### config.mk
export PLATFORM = sky130hd
export DESIGN_NAME = if_fetcher_flat
export DESIGN_NICKNAME = d
export VERILOG_FILES = /design/src/rtl/if_fetcher_if.sv /design/src/rtl/if_fetcher.sv /design/src/flat_wrapper.sv
export SDC_FILE = /design/constraint.sdc
export NUM_CORES = 1
export LEC_CHECK = 0
export CAP_MARGIN = 0
export CORE_ASPECT_RATIO = 0.8
export CORE_MARGIN = 5
export CORE_UTILIZATION = 30
export CTS_BUF_LIST = sky130_fd_sc_hd__clkbuf_8
export DETAILED_ROUTE_END_ITERATION = 10
export GPL_TIMING_DRIVEN = 0
export MAX_ROUTING_LAYER = met4
export PLACE_DENSITY_LB_ADDON = 0.08
export RECOVER_POWER = 100
export SETUP_SLACK_MARGIN = 0.3
export SLEW_MARGIN = 20
export SYNTH_ARGS = -nofsm -noshare
export SYNTH_HDL_FRONTEND = slang
export SYNTH_SLANG_ARGS = --single-unit
### constraint.sdc
create_clock -name clk -period 3.8 [get_ports clk]
set_input_delay 0.76 -clock clk [delete_from_list [all_inputs] [get_ports clk]]
set_output_delay 0.76 -clock clk [all_outputs]
set_load 0.02 [all_outputs]
### src/rtl/if_fetcher_if.sv
// Fetch-side bus bundle: arbiter handshake, RAM read byte, redirect and decode hand-off.
// The fetcher uses the master modport; the arbiter/RAM/decode side uses the slave modport.
interface if_fetcher_if;
  logic [1:0]  accessor_STALLER_i;
  logic [7:0]  din_RAM_i;
  logic        flush_i;
  logic [31:0] flush_pc_i;
  logic        ready_ID_i;
  logic [31:0] addr_ARB_o;
  logic [3:0]  FSM_ARB_o;
  logic [31:0] inst_ID_o;
  logic [31:0] pc_ID_o;
  logic        valid_ID_o;

  modport master (
    input  accessor_STALLER_i, din_RAM_i, flush_i, flush_pc_i, ready_ID_i,
    output addr_ARB_o, FSM_ARB_o, inst_ID_o, pc_ID_o, valid_ID_o
  );

  modport slave (
    output accessor_STALLER_i, din_RAM_i, flush_i, flush_pc_i, ready_ID_i,
    input  addr_ARB_o, FSM_ARB_o, inst_ID_o, pc_ID_o, valid_ID_o
  );
endinterface

### src/rtl/if_fetcher.sv
// Instruction fetcher: reads four RAM bytes through the arbiter, assembles a little-endian
// word and holds it for decode until accepted.
//
// state | meaning
// IDLE  | waiting for the arbiter to let IF onto the bus
// S1    | address pc issued
// S2    | address pc+1 issued, byte0 arrives
// S3    | address pc+2 issued, byte1 arrives
// S4    | address pc+3 issued, byte2 arrives
// S5    | bus released, byte3 arrives
// HOLD  | instruction valid, waiting for decode
module if_fetcher #(
  parameter logic [31:0] pc_init = 32'h0
) (
  input  logic      clk,
  input  logic      rst,
  if_fetcher_if.master bus
);

  typedef enum logic [2:0] {
    IDLE = 3'd0,
    S1   = 3'd1,
    S2   = 3'd2,
    S3   = 3'd3,
    S4   = 3'd4,
    S5   = 3'd5,
    HOLD = 3'd6
  } state_t;

  localparam logic [1:0] MEM_BLOCK_IF = 2'b10;

  state_t      state_q, state_d;
  logic [31:0] pc_q, pc_d;
  logic [7:0]  byte0_q, byte0_d;
  logic [7:0]  byte1_q, byte1_d;
  logic [7:0]  byte2_q, byte2_d;
  logic [31:0] inst_q, inst_d;
  logic [31:0] pc_id_q, pc_id_d;
  logic        valid_q, valid_d;

  always_ff @(posedge clk) begin
    if (rst) begin
      state_q <= IDLE;
      pc_q    <= pc_init;
      byte0_q <= 8'h00;
      byte1_q <= 8'h00;
      byte2_q <= 8'h00;
      inst_q  <= 32'h0;
      pc_id_q <= 32'h0;
      valid_q <= 1'b0;
    end else begin
      state_q <= state_d;
      pc_q    <= pc_d;
      byte0_q <= byte0_d;
      byte1_q <= byte1_d;
      byte2_q <= byte2_d;
      inst_q  <= inst_d;
      pc_id_q <= pc_id_d;
      valid_q <= valid_d;
    end
  end

  always_comb begin
    state_d = state_q;
    pc_d    = pc_q;
    byte0_d = byte0_q;
    byte1_d = byte1_q;
    byte2_d = byte2_q;
    inst_d  = inst_q;
    pc_id_d = pc_id_q;
    valid_d = valid_q;
    if (bus.flush_i) begin
      // Redirect wins over everything but reset; partial bytes are dropped.
      state_d = IDLE;
      pc_d    = bus.flush_pc_i;
      byte0_d = 8'h00;
      byte1_d = 8'h00;
      byte2_d = 8'h00;
      valid_d = 1'b0;
    end else begin
      unique case (state_q)
        IDLE: if (bus.accessor_STALLER_i != MEM_BLOCK_IF) state_d = S1;
        S1:   state_d = S2;
        S2: begin
          state_d = S3;
          byte0_d = bus.din_RAM_i;
        end
        S3: begin
          state_d = S4;
          byte1_d = bus.din_RAM_i;
        end
        S4: begin
          state_d = S5;
          byte2_d = bus.din_RAM_i;
        end
        S5: begin
          state_d = HOLD;
          inst_d  = {bus.din_RAM_i, byte2_q, byte1_q, byte0_q};
          pc_id_d = pc_q;
          valid_d = 1'b1;
        end
        HOLD: begin
          if (bus.ready_ID_i) begin
            state_d = IDLE;
            pc_d    = pc_q + 32'd4;
            valid_d = 1'b0;
          end
        end
        default: state_d = IDLE;
      endcase
    end
  end

  always_comb begin
    bus.addr_ARB_o = pc_q;
    bus.FSM_ARB_o  = 4'b0000;
    unique case (state_q)
      S1: bus.FSM_ARB_o = 4'd1;
      S2: begin
        bus.addr_ARB_o = pc_q + 32'd1;
        bus.FSM_ARB_o  = 4'd2;
      end
      S3: begin
        bus.addr_ARB_o = pc_q + 32'd2;
        bus.FSM_ARB_o  = 4'd3;
      end
      S4: begin
        bus.addr_ARB_o = pc_q + 32'd3;
        bus.FSM_ARB_o  = 4'd4;
      end
      default: begin
        bus.addr_ARB_o = pc_q;
        bus.FSM_ARB_o  = 4'b0000;
      end
    endcase
  end

  assign bus.inst_ID_o  = inst_q;
  assign bus.pc_ID_o    = pc_id_q;
  assign bus.valid_ID_o = valid_q;

endmodule

### src/flat_wrapper.sv
// flat-port wrapper written by rule: the top's interface ports become plain ports
module if_fetcher_flat 
#(
  parameter logic [31:0] pc_init = 32'h0
)
  (clk, rst, bus_accessor_STALLER_i, bus_din_RAM_i, bus_flush_i, bus_flush_pc_i, bus_ready_ID_i, bus_addr_ARB_o, bus_FSM_ARB_o, bus_inst_ID_o, bus_pc_ID_o, bus_valid_ID_o);
  if_fetcher_if bus_i ();
  input  logic clk;
  input  logic rst;
  input wire logic [$bits(bus_i.accessor_STALLER_i)-1:0] bus_accessor_STALLER_i;
  input wire logic [$bits(bus_i.din_RAM_i)-1:0] bus_din_RAM_i;
  input wire logic [$bits(bus_i.flush_i)-1:0] bus_flush_i;
  input wire logic [$bits(bus_i.flush_pc_i)-1:0] bus_flush_pc_i;
  input wire logic [$bits(bus_i.ready_ID_i)-1:0] bus_ready_ID_i;
  output wire logic [$bits(bus_i.addr_ARB_o)-1:0] bus_addr_ARB_o;
  output wire logic [$bits(bus_i.FSM_ARB_o)-1:0] bus_FSM_ARB_o;
  output wire logic [$bits(bus_i.inst_ID_o)-1:0] bus_inst_ID_o;
  output wire logic [$bits(bus_i.pc_ID_o)-1:0] bus_pc_ID_o;
  output wire logic [$bits(bus_i.valid_ID_o)-1:0] bus_valid_ID_o;
  assign bus_i.accessor_STALLER_i = bus_accessor_STALLER_i;
  assign bus_i.din_RAM_i = bus_din_RAM_i;
  assign bus_i.flush_i = bus_flush_i;
  assign bus_i.flush_pc_i = bus_flush_pc_i;
  assign bus_i.ready_ID_i = bus_ready_ID_i;
  assign bus_addr_ARB_o = bus_i.addr_ARB_o;
  assign bus_FSM_ARB_o = bus_i.FSM_ARB_o;
  assign bus_inst_ID_o = bus_i.inst_ID_o;
  assign bus_pc_ID_o = bus_i.pc_ID_o;
  assign bus_valid_ID_o = bus_i.valid_ID_o;
  if_fetcher #(.pc_init(pc_init)) u_core (.clk(clk), .rst(rst), .bus(bus_i));
endmodule
* Word-level counts from Yosys, hierarchy flattened *
Cells that the tools add are included.

operators by class
  multipliers = 0
  mux-type cells = 10
  eq/ne operators = 9
  bitwise operators = 1
  divide/modulo/power cells = 0
  shift-type cells = 0
  $lt $le $gt $ge = 0
  reduce and logical (&&, ||, !) cells = 9
  $add $sub $neg = 4

operators with widths
  operator                 number
  $mux W32                 3
  $pmux W32 S3             1
  $add A32 B2 Y32 const B  2
  $add A32 B1 Y32 const B  1
  $add A32 B3 Y32 const B  1
  $pmux W3 S7              1
  $pmux W3 S4              1
  $eq A3 B3 Y1 const B     3
  $reduce_and A2 Y1        4
  $eq A3 B2 Y1 const B     2
  $mux W3                  2
  $reduce_bool A2 Y1       3
  $ne A2 B2 Y1 const B     2
  $eq A3 B1 Y1 const B     1
  $logic_not A3 Y1         1
  $ne A2 B1 Y1 const B     1
  $pmux W1 S2              1
  $reduce_or A2 Y1         1
  $mux W1                  1
  $not A1 Y1               1

storage, ports and cells
  bits in writable memories = 0
  input bits = 46
  bits in latches = 0
  output and inout port bits = 101
  flip-flop bits (word level) = 124
  logic and storage cells = 41
  bits in read-only memories = 0
  memories kept = 0

* Longest topological paths before layout *
  depth after elaboration = 4
  mapped depth = 10
  depth with buffers taken out = 8

* Worst setup path before layout *
No wires, ideal clock.

  path kind = register to output
  start point = register u_core.state_q[1]
  end point = output port bus_addr_ARB_o[16]
  stages on the path, launching flop included = 10
  path buffers = 2
  arrival time = 3035 ps
  slack = 5 ps
  required time = 3040 ps
  path through = dfxtp_1 buf_2 nor3b_2 inv_2 clkbuf_1 fa_1 nor2b_1 o32a_1 or4_4 o31ai_1

on the way
  word-level cells in the longest chain between the ends = 2
  elaborated cells between the ends (all ways) = 4
  classes of those cells = eq/ne: 3; mux: 1

ends and longest elaborated chain
  element                                       RTL line            RTL
  from (decl)                                   if_fetcher.sv:32    state_t state_q, state_d;
  from (signal assigned)                        if_fetcher.sv:52    state_q <= state_d;
  $eq A3 B3 Y1 or $eq A3 B2 Y1 (tied branches)  if_fetcher.sv:117   unique case (state_q)
  $pmux W32 S3 *                                if_fetcher.sv:117
  to (decl)                                     flat_wrapper.sv:15  output wire logic [$bits(bus_i.addr_ARB_o)-1:0] bus_addr_ARB_o;

Mark *: on every way between the ends. The rest lies on a longest branch, timed or not.

* Final worst setup path *
Ends and elaborated chain as after synthesis.

==> out/metrics.yaml <==
sta:
  fin_crit_ns: 3.98
  setup_viol: 11
  drv_slew: 0
  fmax_mhz: 251
  hold_violations: 0
  timing.final.ws_setup_ns: -0.185
  relSlewSlack: 0.365
  tightest_slew_ns: 0.949
  rsz0062_at_grt: "yes"
  skew_ns: 0.0111
  finalCritPeriodShare: 1.05
clock_tree:
  cts_tree: "done"
  cts-root-buf: "clkbuf_8"
  clockBufferDepth: 2
  insertion_delay_ns: 0.46
  clk_transition_reported_paths_ns: 0.08
  numClockSinks: 124
  numCtsBuffers: 17
  htreeDepth: 4
  cts_hold_buf: 0
yosys:
  ys_top_cells_by_area: "dfxtp_1, nand2_1, a21oi_1, xnor2_1, xor2_1"
  synthesis.nets: 842
  async_flop_share: 0
  yosysTopAreaCellShare: 0.417
  synth_flop_cell: "dfxtp_1"
  syn_area_mm2: 0.00596
  synth_area_leader_cell: "dfxtp_1"
  syn_inst: 792
  seq_area_frac_synth: 0.417
  ys_warn_count: 0
  synth_edf_count: 0
  synth-seq-cells: 124
  syn_avg_cell_area_um2: 7.52
  synth_cell_types: 54
setup_path:
  required_ns: 3.04
  cp.arrival_ns: 3.22
  crit_start: "u_core.state_q[1]$_SDFFE_PP0P_"
  path_class: "reg2out"
  cp-end-kind: "output port"
  reg2regPathDepth: 7
  rr_endpoint: "u_core.bus.inst_ID_o[17]$_SDFFE_PP0P_"
  rrSetupSlack_ns: 1.21
  cp_max_fo: 5
  worstSetupStartpointType: "flip-flop"
  r2r_start: "u_core.state_q[0]$_SDFFE_PP0P_"
placement:
  place_area_mm2: 0.00779
  gp_congestion: 0.893
  dp.cells: 1200
  place_ws_ns: -0.951
  place_hpwl_mm: 16.2
  numPortBuffers: 144
outcome:
  violations: "setup timing"
  outcome: "finished, violations left"
floorplanning:
  die_w_um: 168
  dieArea_mm2: 0.0228
  die_h_um: 136
  core_mm2: 0.0197
  ios: 147
  rows: 46
  start_util: 0.303
global_route:
  grt_pass1_vias: 5929
  overflow: 0
  grt_pass1_wl_mm: 34.1
  grt_max_degree: 17
  grtUsageTotal: 0.197
  antenna_found_initial: 0
cells_and_area:
  final_area_mm2: 0.00873
  final_common_cell: "nand2_1"
  area_delta_synth_final_pct: 46.5
  fin_cells: 1259
  layout_common_cells: "nand2_1, dfxtp_1, a21oi_1, dlygate4sd3_1, clkdlybuf4s50_1"
  drive_gt1_frac: 0.172
  utilization: 0.443
  insertedDiodeCount: 0
  fin_nets: 1032
drt:
  drt_iter0_drc: 395
  postRouteWirelength_mm: 22.1
  drc: 0
  drt-wirelength-per-cell_um: 17.6
  vias: 6174
  dr.pass1.iters: 5
  ant_nets: 0
  viasPerCell: 4.90
hold_path:
  min_to: "u_core.bus.inst_ID_o[16]$_SDFFE_PP0P_"
  hp-start: "u_core.byte2_q[0]$_SDFFE_PP0N_"
  min_path_cells: 2
  hp-class: "reg2reg"
power_and_ir_drop:
  irDropWorstVdd_v: 0.000180
  powerDensity_mw_per_mm2: 327
  power.leakage_nw: 3.34
job:
  drv_cap: 0
how the worst max path moves through the flow:
stage                          to  slack, ns  cells after the start
4_1_cts        bus_addr_ARB_o[16]      -0.24                     11
5_1_grt        bus_addr_ARB_o[16]      -0.25                     11
3_5_place_dp   bus_addr_ARB_o[24]      -0.95                     11
2_1_floorplan  bus_addr_ARB_o[16]       0.26                      9
6_report       bus_addr_ARB_o[16]      -0.18                     11
3_3_place_gp   bus_addr_ARB_o[24]      -0.97                     11
routing by layer:
layer  vias up  wire, µm  GRT usage
met5         -         0          -
met4         0       386     0.0487
met3        27      1350     0.0416
met2       198      8770      0.263
met1      2892     11600      0.299
li1       3057         -          -
what timing repair did:
item | 4_1_cts | 5_1_grt
gates resized for setup | 199 | 44
pin swaps | 17 | 19
setup endpoints to repair | 31 | 33
setup buffers | 20 | 7
stage by stage:
stage | hold slack (ns) | power [W] | setup TNS, ns
finish | 0.447 | 0.00285 | -0.722
detailed placement | 0.446 | 0.00171 | -15.00
floorplan | 0.428 | 0.00154 | 0
CTS | 0.458 | 0.00287 | -1.26
global route | 0.474 | 0.00297 | -1.96
global placement | 0.443 | 0.00171 | -15.17
power breakdown:
group | leakage [nW] | switching [W] | internal (W)
Clock | 0.191 | 0.000587 | 0.000572
Sequential | 1.01 | 0.0000184 | 0.00132
Combinational | 2.14 | 0.000208 | 0.000144
Total | 3.34 | 0.000813 | 0.00204
final cells by class:
type	count	area, µm²
repair buffers	171	1640
flip-flops and latches	124	2480
plain buffers	73	342
fillers	2082	11000
inverters	12	45.0
multi-input cells	583	3490
clock buffers	20	275
well taps	264	330
clock inverters	12	115
critical path: stages, from the launching register on:
cell and delay (ns):
dfxtp_2 0.32, buf_6 0.11, nor3b_4 0.26, inv_2 0.08, buf_8 0.13, fa_2 0.35, nor2b_4 0.14, o32a_4 0.35
or4_4 0.59, o21ai_4 0.19, o31ai_4 0.09, buf_6 0.14
cell usage after synthesis, types with 3 or more instances:
cell type / number
nor4_2: 3
buf_1: 4
nand4_1: 21
nand2_1: 202
inv_1: 11
xor2_1: 25
nand3_1: 13
or2_2: 3
nor3_1: 11
xnor2_1: 29
a31oi_1: 4
ha_1: 3
nor2b_1: 3
o21ai_0: 22
nor2_1: 50
nand2b_1: 3
nor4_1: 7
a21oi_1: 111
and3_1: 7
o21a_1: 4
dfxtp_1: 124
clkbuf_1: 44
or3_1: 5
and4_1: 4
buf_2: 22
a211oi_1: 14
mux2i_1: 6
flip-flops by register name, summed over array words and instances (netlist names):
register	cells
u_core.bus.inst_ID_o	32
u_core.bus.pc_ID_o	32
u_core.bus.valid_ID_o	1
u_core.byte0_q	8
u_core.byte1_q	8
u_core.byte2_q	8
u_core.pc_q	32
u_core.state_q	3
cell families (layout without fill, tap and decap cells):
family,count (synthesis),count (layout),share of synthesized area
AO/OA/AOI/OAI,174,174,0.164
XOR/XNOR,54,54,0.0794
multiplexers,6,6,0.0101
other,1,1,0.000630
AND/OR/NAND/NOR,344,344,0.260
flip-flops,124,124,0.417
buffers and inverters,85,288,0.0592
adder cells (fa/ha/maj),4,4,0.00966
Power figures use the tool's default switching activity.
